`config.mk`:
```
export PLATFORM = sky130hd
export DESIGN_NAME = tl_safety_monitor
export DESIGN_NICKNAME = d
export VERILOG_FILES = /design/src/rtl/tl_safety_monitor.sv
export SDC_FILE = /design/constraint.sdc
export NUM_CORES = 1
export LEC_CHECK = 0
export ABC_AREA = 1
export CAP_MARGIN = 20
export CORE_MARGIN = 8
export CORE_UTILIZATION = 60
export DETAILED_ROUTE_END_ITERATION = 7
export MAX_ROUTING_LAYER = met4
export PLACE_DENSITY = 0.92
export SLEW_MARGIN = 20
export SYNTH_ARGS = -nofsm -noshare
export SYNTH_HDL_FRONTEND = slang
export SYNTH_SLANG_ARGS = --single-unit
export TNS_END_PERCENT = 20
```
`constraint.sdc`:
```
create_clock -name clk -period 3.2 [get_ports clk]
set_input_delay 0.8 -clock clk [delete_from_list [all_inputs] [get_ports clk]]
set_output_delay 0.8 -clock clk [all_outputs]
set_load 0.1 [all_outputs]
```
`src/rtl/tl_safety_monitor.sv`:
```
// tl_safety_monitor
//   Sits between the traffic-light controller and the lamp drivers. Every cycle
//   it checks the controller's 16 lamp signals for conflicting greens and for
//   heads that do not show exactly one lamp. A violation that lasts
//   T_FILTER_CYC consecutive cycles latches the monitor into a fault mode. In
//   fault mode the monitor drives flashing yellow on all vehicle heads and red
//   on both pedestrian heads. The monitor returns to pass-through only after
//   fault_clear has been held for CLR_CYC cycles while the controller shows a
//   clean all-red.
//
// Ports
//   clk          rising-edge clock
//   rst          synchronous, active-high reset
//   lamps_in     [15:0] controller lamps. Per axis (A = bits 7:0, B = bits 15:8):
//                straight r/y/g, left r/y/g, ped r/g
//   fault_clear  operator clear request (level)
//   lamps_out    [15:0] registered lamp driver outputs, same bit map as lamps_in
//   fault        high while the monitor is latched (FAULT or CLEARING)
//   fault_code   [2:0] code of the violation that tripped, 0 when none
//   fault_count  [7:0] saturating count of entries into FAULT
//
// state    | meaning
// ---------+---------------------------------------------------------------
// NORMAL   | pass-through, filtering raw violations
// FAULT    | latched, flashing yellow, waiting for clear + all-red
// CLEARING | latched, flashing yellow, counting a qualifying clear hold
module tl_safety_monitor #(
  parameter int F_CLK_HZ     = 50_000_000,
  parameter int T_FLASH_MS   = 500,
  parameter int T_FILTER_CYC = 4,
  parameter int T_CLEAR_MS   = 100
) (
  input  logic        clk,
  input  logic        rst,
  input  logic [15:0] lamps_in,
  input  logic        fault_clear,
  output logic [15:0] lamps_out,
  output logic        fault,
  output logic [2:0]  fault_code,
  output logic [7:0]  fault_count
);

  localparam int HALF_CYC = F_CLK_HZ / 1000 * T_FLASH_MS;
  localparam int CLR_CYC  = F_CLK_HZ / 1000 * T_CLEAR_MS;
  localparam int HW = (HALF_CYC > 1) ? $clog2(HALF_CYC) : 1;
  localparam int CW = (CLR_CYC > 1) ? $clog2(CLR_CYC) : 1;
  localparam int FW = (T_FILTER_CYC > 1) ? $clog2(T_FILTER_CYC) : 1;
  localparam logic [HW-1:0] HALF_LAST = HW'(HALF_CYC - 1);
  localparam logic [CW-1:0] CLR_LAST  = CW'(CLR_CYC - 1);
  localparam logic [FW-1:0] FILT_LAST = FW'(T_FILTER_CYC - 1);
  localparam logic [15:0]   ALL_RED   = 16'h4949;

  typedef enum logic [1:0] {NORMAL, FAULT, CLEARING} state_t;

  state_t         state_q, state_d;
  logic [FW-1:0]  filt_cnt;
  logic [CW-1:0]  clr_cnt;
  logic [HW-1:0]  flash_cnt, flash_cnt_d;
  logic           flash_on, flash_on_d, flash_wrap;
  logic           c1, c2, c3, c4, viol, qual, trip, leave;
  logic [2:0]     code;

  function automatic logic one_of3(input logic [2:0] v);
    return (v == 3'b001) || (v == 3'b010) || (v == 3'b100);
  endfunction

  // Fail-safe pattern: vehicle yellows follow the flash phase, ped reds solid.
  function automatic logic [15:0] flash_pat(input logic on);
    logic [15:0] p;
    p = 16'h4040;
    p[1]  = on;
    p[4]  = on;
    p[9]  = on;
    p[12] = on;
    return p;
  endfunction

  always_comb begin
    c1 = lamps_in[2] & lamps_in[10];
    c2 = lamps_in[5] & lamps_in[13];
    c3 = (lamps_in[7] & (lamps_in[10] | lamps_in[13])) |
         (lamps_in[15] & (lamps_in[2] | lamps_in[5]));
    c4 = !one_of3(lamps_in[2:0])   | !one_of3(lamps_in[5:3])   | !(lamps_in[6] ^ lamps_in[7]) |
         !one_of3(lamps_in[10:8])  | !one_of3(lamps_in[13:11]) | !(lamps_in[14] ^ lamps_in[15]);
    viol = c1 | c2 | c3 | c4;
    if (c1)      code = 3'd1;
    else if (c2) code = 3'd2;
    else if (c3) code = 3'd3;
    else if (c4) code = 3'd4;
    else         code = 3'd0;
  end

  assign qual        = fault_clear & (lamps_in == ALL_RED);
  assign flash_wrap  = (flash_cnt == HALF_LAST);
  assign flash_cnt_d = flash_wrap ? '0 : flash_cnt + HW'(1);
  assign flash_on_d  = flash_on ^ flash_wrap;
  assign fault       = (state_q != NORMAL);

  // The FAULT cycle that first sees a qualifying clear already counts as one
  // hold cycle, so FAULT and CLEARING share the same clear-count decision.
  // clr_cnt is always zero in FAULT.
  always_comb begin
    state_d = state_q;
    trip    = 1'b0;
    leave   = 1'b0;
    case (state_q)
      NORMAL: begin
        if (viol && (filt_cnt == FILT_LAST)) begin
          state_d = FAULT;
          trip    = 1'b1;
        end
      end
      FAULT, CLEARING: begin
        if (!qual) begin
          state_d = FAULT;
        end else if (clr_cnt == CLR_LAST) begin
          state_d = NORMAL;
          leave   = 1'b1;
        end else begin
          state_d = CLEARING;
        end
      end
      default: state_d = NORMAL;
    endcase
  end

  always_ff @(posedge clk) begin
    if (rst) begin
      state_q     <= NORMAL;
      lamps_out   <= ALL_RED;
      fault_code  <= 3'd0;
      fault_count <= 8'd0;
      filt_cnt    <= '0;
      clr_cnt     <= '0;
      flash_cnt   <= '0;
      flash_on    <= 1'b1;
    end else begin
      state_q <= state_d;
      if (state_q == NORMAL) begin
        clr_cnt <= '0;
        if (trip) begin
          lamps_out  <= flash_pat(1'b1);
          fault_code <= code;
          if (fault_count != 8'hFF) fault_count <= fault_count + 8'd1;
          filt_cnt   <= '0;
          flash_cnt  <= '0;
          flash_on   <= 1'b1;
        end else begin
          lamps_out <= lamps_in;
          filt_cnt  <= viol ? filt_cnt + FW'(1) : '0;
        end
      end else begin
        flash_cnt <= flash_cnt_d;
        flash_on  <= flash_on_d;
        if (leave) begin
          lamps_out  <= lamps_in;
          fault_code <= 3'd0;
          filt_cnt   <= '0;
          clr_cnt    <= '0;
        end else begin
          lamps_out <= flash_pat(flash_on_d);
          clr_cnt   <= qual ? clr_cnt + CW'(1) : '0;
        end
      end
    end
  end

endmodule
```
Word-level counts from Yosys, hierarchy flattened --
Cells that the tools add are included.
Storage, ports and cells: register bits 80, bits of input ports 19, output and inout port bits 28, logic and storage cells 103
Operators by class: $add $sub $neg 4, eq/ne operators 21, mux-type cells 28, bitwise operators 20, reductions and logical operators 22
Operators by type and width (count):
- $mux 25 | 3
- $mux 16 | 3
- $add 25x1->25 const B | 1
- $eq 25x25->1 const B | 1
- $add 23x1->23 const B | 1
- $eq 23x23->1 const B | 1
- $mux 3 | 7
- $eq 16x15->1 const B | 1
- $mux 2 | 7
- $eq 3x1->1 const B | 4
- $eq 3x2->1 const B | 4
- $eq 3x3->1 const B | 4
- $or 1x1->1 | 11
- $add 8x1->8 const B | 1
- $logic_or 1x1->1 | 8
- $ne 8x8->1 const B | 1
- $mux 1 | 7
- $logic_not 1->1 | 6
- $and 1x1->1 | 5
- $eq 2x2->1 const B | 2
- $ne 2x2->1 const B | 2
- $pmux 2 s2 | 1
- $reduce_bool 2->1 | 2
- $reduce_or 4->1 | 1
- other kinds (9) | 11

Depth between registers and ports, before layout --
depth in word-level cells 15, mapped depth 13

Worst setup path before layout --
OpenSTA, ideal clock, no wires.
kind register to output, start register state_q[0], end output fault, arrival time 2056 ps, required time 2400 ps, slack 344 ps, cell stages (with the launch flop) 6, path through dfxtp_1 -> inv_1 -> ha_1 -> inv_1 -> buf_2 -> buf_1
Between the ends: word-level cells in the longest chain between the ends 1
RTL lines:
- start: declaration | RTL line 55 | state_t state_q, state_d;
- start signal: assignment | RTL line 138 | state_q <= state_d;
- $reduce_bool 2->1 | RTL line 97 | assign fault = (state_q != NORMAL);
- end: declaration | RTL line 38 | output logic fault,
Every way passes these cells.

Worst setup path in the final report --
start input lamps_in[15], end register flash_cnt[5]
Between the ends: word-level cells in the longest chain between the ends 8, elaborated cells between the ends (all ways) 11, classes of those cells 1 x eq/ne; 2 x mux; 6 x bitwise; 2 x reduce/logical
RTL lines:
- start: declaration | RTL line 35 | input logic [15:0] lamps_in,
- $and 1x1->1 / $xor 1x1->1 (equally long branches) | RTL line 82, 84
- $or 1x1->1 / $logic_not 1->1 (equally long branches) | RTL line 81, 84
- $or 1x1->1 (on tied branches) | RTL line 85, 84
- $or 1x1->1 * | RTL line 85 | viol = c1 | c2 | c3 | c4;
- $logic_and 1x1->1 * | RTL line 108 | if (viol && (filt_cnt == FILT_LAST)) begin
- $mux 1 * | RTL line 108
- $mux 1 * | RTL line 106 | case (state_q)
- $ne 2x2->1 (no source line) *
- end signal: assignment | RTL line 153 | flash_cnt <= flash_cnt_d;
- end: declaration | RTL line 58 | logic [HW-1:0] flash_cnt, flash_cnt_d;
Every way passes the cells marked *; elsewhere a longest branch is shown, timed or not. A chain may end at the register's enable or synchronous reset.

==> flow_summary.json <==
{
  "synthCells": 638,
  "layout-drive-gt1-share_pct": 16.6,
  "clock_sinks": 80,
  "drc": 0,
  "timing.fmax_ghz": 0.386,
  "wl_per_cell_um": 13.5,
  "core_um2": 7210,
  "instances_no_fill": 791,
  "vias": 4243,
  "finalHoldViolations": 0,
  "pin_count": 47,
  "clkLatencyLatePin_ns": 0.35,
  "slew_headroom_pct": 62.3,
  "required_ns": 3.47,
  "critPathLaunchType": "input pin",
  "ant_nets": 0,
  "synth_area_per_cell_um2": 6.95,
  "postCtsSetupRepairBufs": 0,
  "drv_slew": 0,
  "hold_class": "register to register",
  "track_usage_pct": 22.0,
  "ys_ff_latch": 80,
  "status": "finished clean",
  "grt_pass1_vias": 4153,
  "slowest_stage": "clkdlybuf4s50_1",
  "skew_ns": 0.00770,
  "ir_drop_mv": 0.525,
  "cts-buffers-inserted": 9,
  "rsz0062_at_grt": "false",
  "period_needed_ns": 2.59,
  "die_w_um": 102,
  "setup_viol": 0,
  "dieArea_um2": 10400,
  "syn-cell-area_um2": 4430,
  "area_delta_synth_final_pct": 15.6,
  "synthArstFlopShare_pct": 0,
  "tightest_slew_ns": 0.562,
  "cp_cell_sequence": "clkdlybuf4s50_1 -> inv_1 -> ha_1 -> nor2_1 -> nand3_1 -> nor2_4 -> nand3_4 -> nand2_4 -> nand2_4 -> clkinv_4 -> nand2_1 -> a21oi_1",
  "final.setup.worst_slack_ns": 0.611,
  "wirelength_mm": 10.7,
  "cts-root-buf": "clkbuf_8",
  "port_buffers": 46,
  "pre_cts_slack_ns": 0.287,
  "power_density_nw_per_um2": 622,
  "grt_pass1_wl_mm": 18.0,
  "synth-edff-count": 0,
  "clk_pin_slew_ns": 0.08,
  "post_dp_cell_area_um2": 4900,
  "cts_tree": "done",
  "worst_ep_arrival_time_ns": 2.86,
  "timing.final.crit_share_pct": 80.9,
  "utilization_pct": 71.0,
  "ys.flop_type": "dfxtp_1",
  "yosysSeqAreaShare_pct": 36.1,
  "fp.dieH_um": 102,
  "firstDrtPassIters": 5,
  "antenna_found_initial": 0,
  "overflow": 0,
  "vias_per_cell": 5.36,
  "crit_top_cell": "nand2_4",
  "ctsResizeCount": 0,
  "grt_max_degree": 29,
  "gp_congestion": 0.974,
  "dp_cells": 775,
  "critPathKind": "input pin to register",
  "n_antenna_cell": 0,
  "crit_path_max_incr_delay_ns": 0.50,
  "htree_levels": 3,
  "design_area_um2": 5120,
  "endpoint_kind": "register",
  "num-nets-final": 714,
  "syn_nets": 665,
  "drt_iter0_drc": 249,
  "finalPower_mw": 3.19,
  "cts.hold.buffers_added": 0,
  "fin_hold_ws_ns": 0.454,
  "yosys_warnings": 0,
  "cts_buffer_depth": 2,
  "crit_fanout": 28,
  "yosysUniqueCellTypes": 38,
  "start_util_pct": 61.4,
  "fin_tns_setup_ns": 0,
  "hpwl_mm": 7.87,
  "leakage_nw": 1.96,
  "rows": 31,
  "maxCapViolCount": 0
}
==> kinds of logic after synthesis <==
family	synth area share [%]
AO/OA/AOI/OAI	9.12
XOR/XNOR	2.96
adder cells (fa/ha/maj)	2.26
buffers and inverters	9.01
flip-flops	36.1
AND/OR/NAND/NOR	40.5
==> Yosys cell counts (3+ instances only) <==
master,instances,area share [%]
nand2_4,3,0.76
a21oi_1,28,3.2
o21ai_0,7,0.79
inv_1,76,6.4
o21ai_1,5,0.56
nor2_1,78,6.6
nand2_2,23,3.2
nor2_2,4,0.56
clkbuf_1,6,0.51
nand3_2,5,1.1
dfxtp_1,80,36
a21oi_2,18,3.6
nor3_1,24,2.7
nor2_4,4,1.0
ha_1,8,2.3
nand3_1,52,5.9
xnor2_1,3,0.59
nand4_1,21,3.0
nor3b_1,5,0.85
nand2_1,146,12
xor2_1,12,2.4
inv_2,5,0.42
==> worst max-delay path, delay by kind of cell <==
family	cells	cell delay [ns]
compound gates	1	0.16
fa+ha+maj	1	0.28
simple gates	7	0.82
buf+inv	3	0.82
==> placed cells by master (no fill, tap or decap), drive strengths merged, types with 8 or more instances in the layout <==
cell type	count
nand2	172
nor2	86
inv	82
dfxtp	80
nand3	59
a21oi	46
buf	32
nor3	26
nand4	21
clkdlybuf4s50	18
xor2	12
clkbuf	12
o21ai	12
ha	8
==> routing by layer <==
layer	routed length (um)	track usage [%]
met1	4470	24.2
met2	5360	38.0
met3	636	4.70
met4	230	8.35
met5	0	-
==> final cells by class <==
type | instances | area [um^2]
Multi-Input combinational cell | 464 | 2430
Fill cell | 570 | 2090
Sequential cell | 80 | 1600
Timing Repair Buffer | 50 | 433
Inverter | 82 | 313
Clock buffer | 12 | 145
Tap cell | 99 | 124
Clock inverter | 4 | 76.3
==> power breakdown <==
part / internal (mW) / switching (mW)
clock: 0.465 / 0.375
sequential: 1.08 / 0.0484
combinational: 0.278 / 0.939
==> worst paths after layout <==
check	startpoint	to	slack, ns	depth (start not counted)
worst min register to register	clr_cnt[0]	clr_cnt[0]	0.45	1
worst min-delay path	clr_cnt[0]	clr_cnt[0]	0.45	1
worst max-delay path	lamps_in[15]	flash_cnt[5]	0.61	12
worst max register to register	flash_cnt[0]	lamps_out[1]	1.12	10
==> flip-flops by register name, summed over array words and instances (netlist names) <==
signal and count:
fault_count 8, filt_cnt 2, fault_code 3, state_q 2
clr_cnt 23, flash_on 1, flash_cnt 25, lamps_out 16
Power figures use the tool's default switching activity.
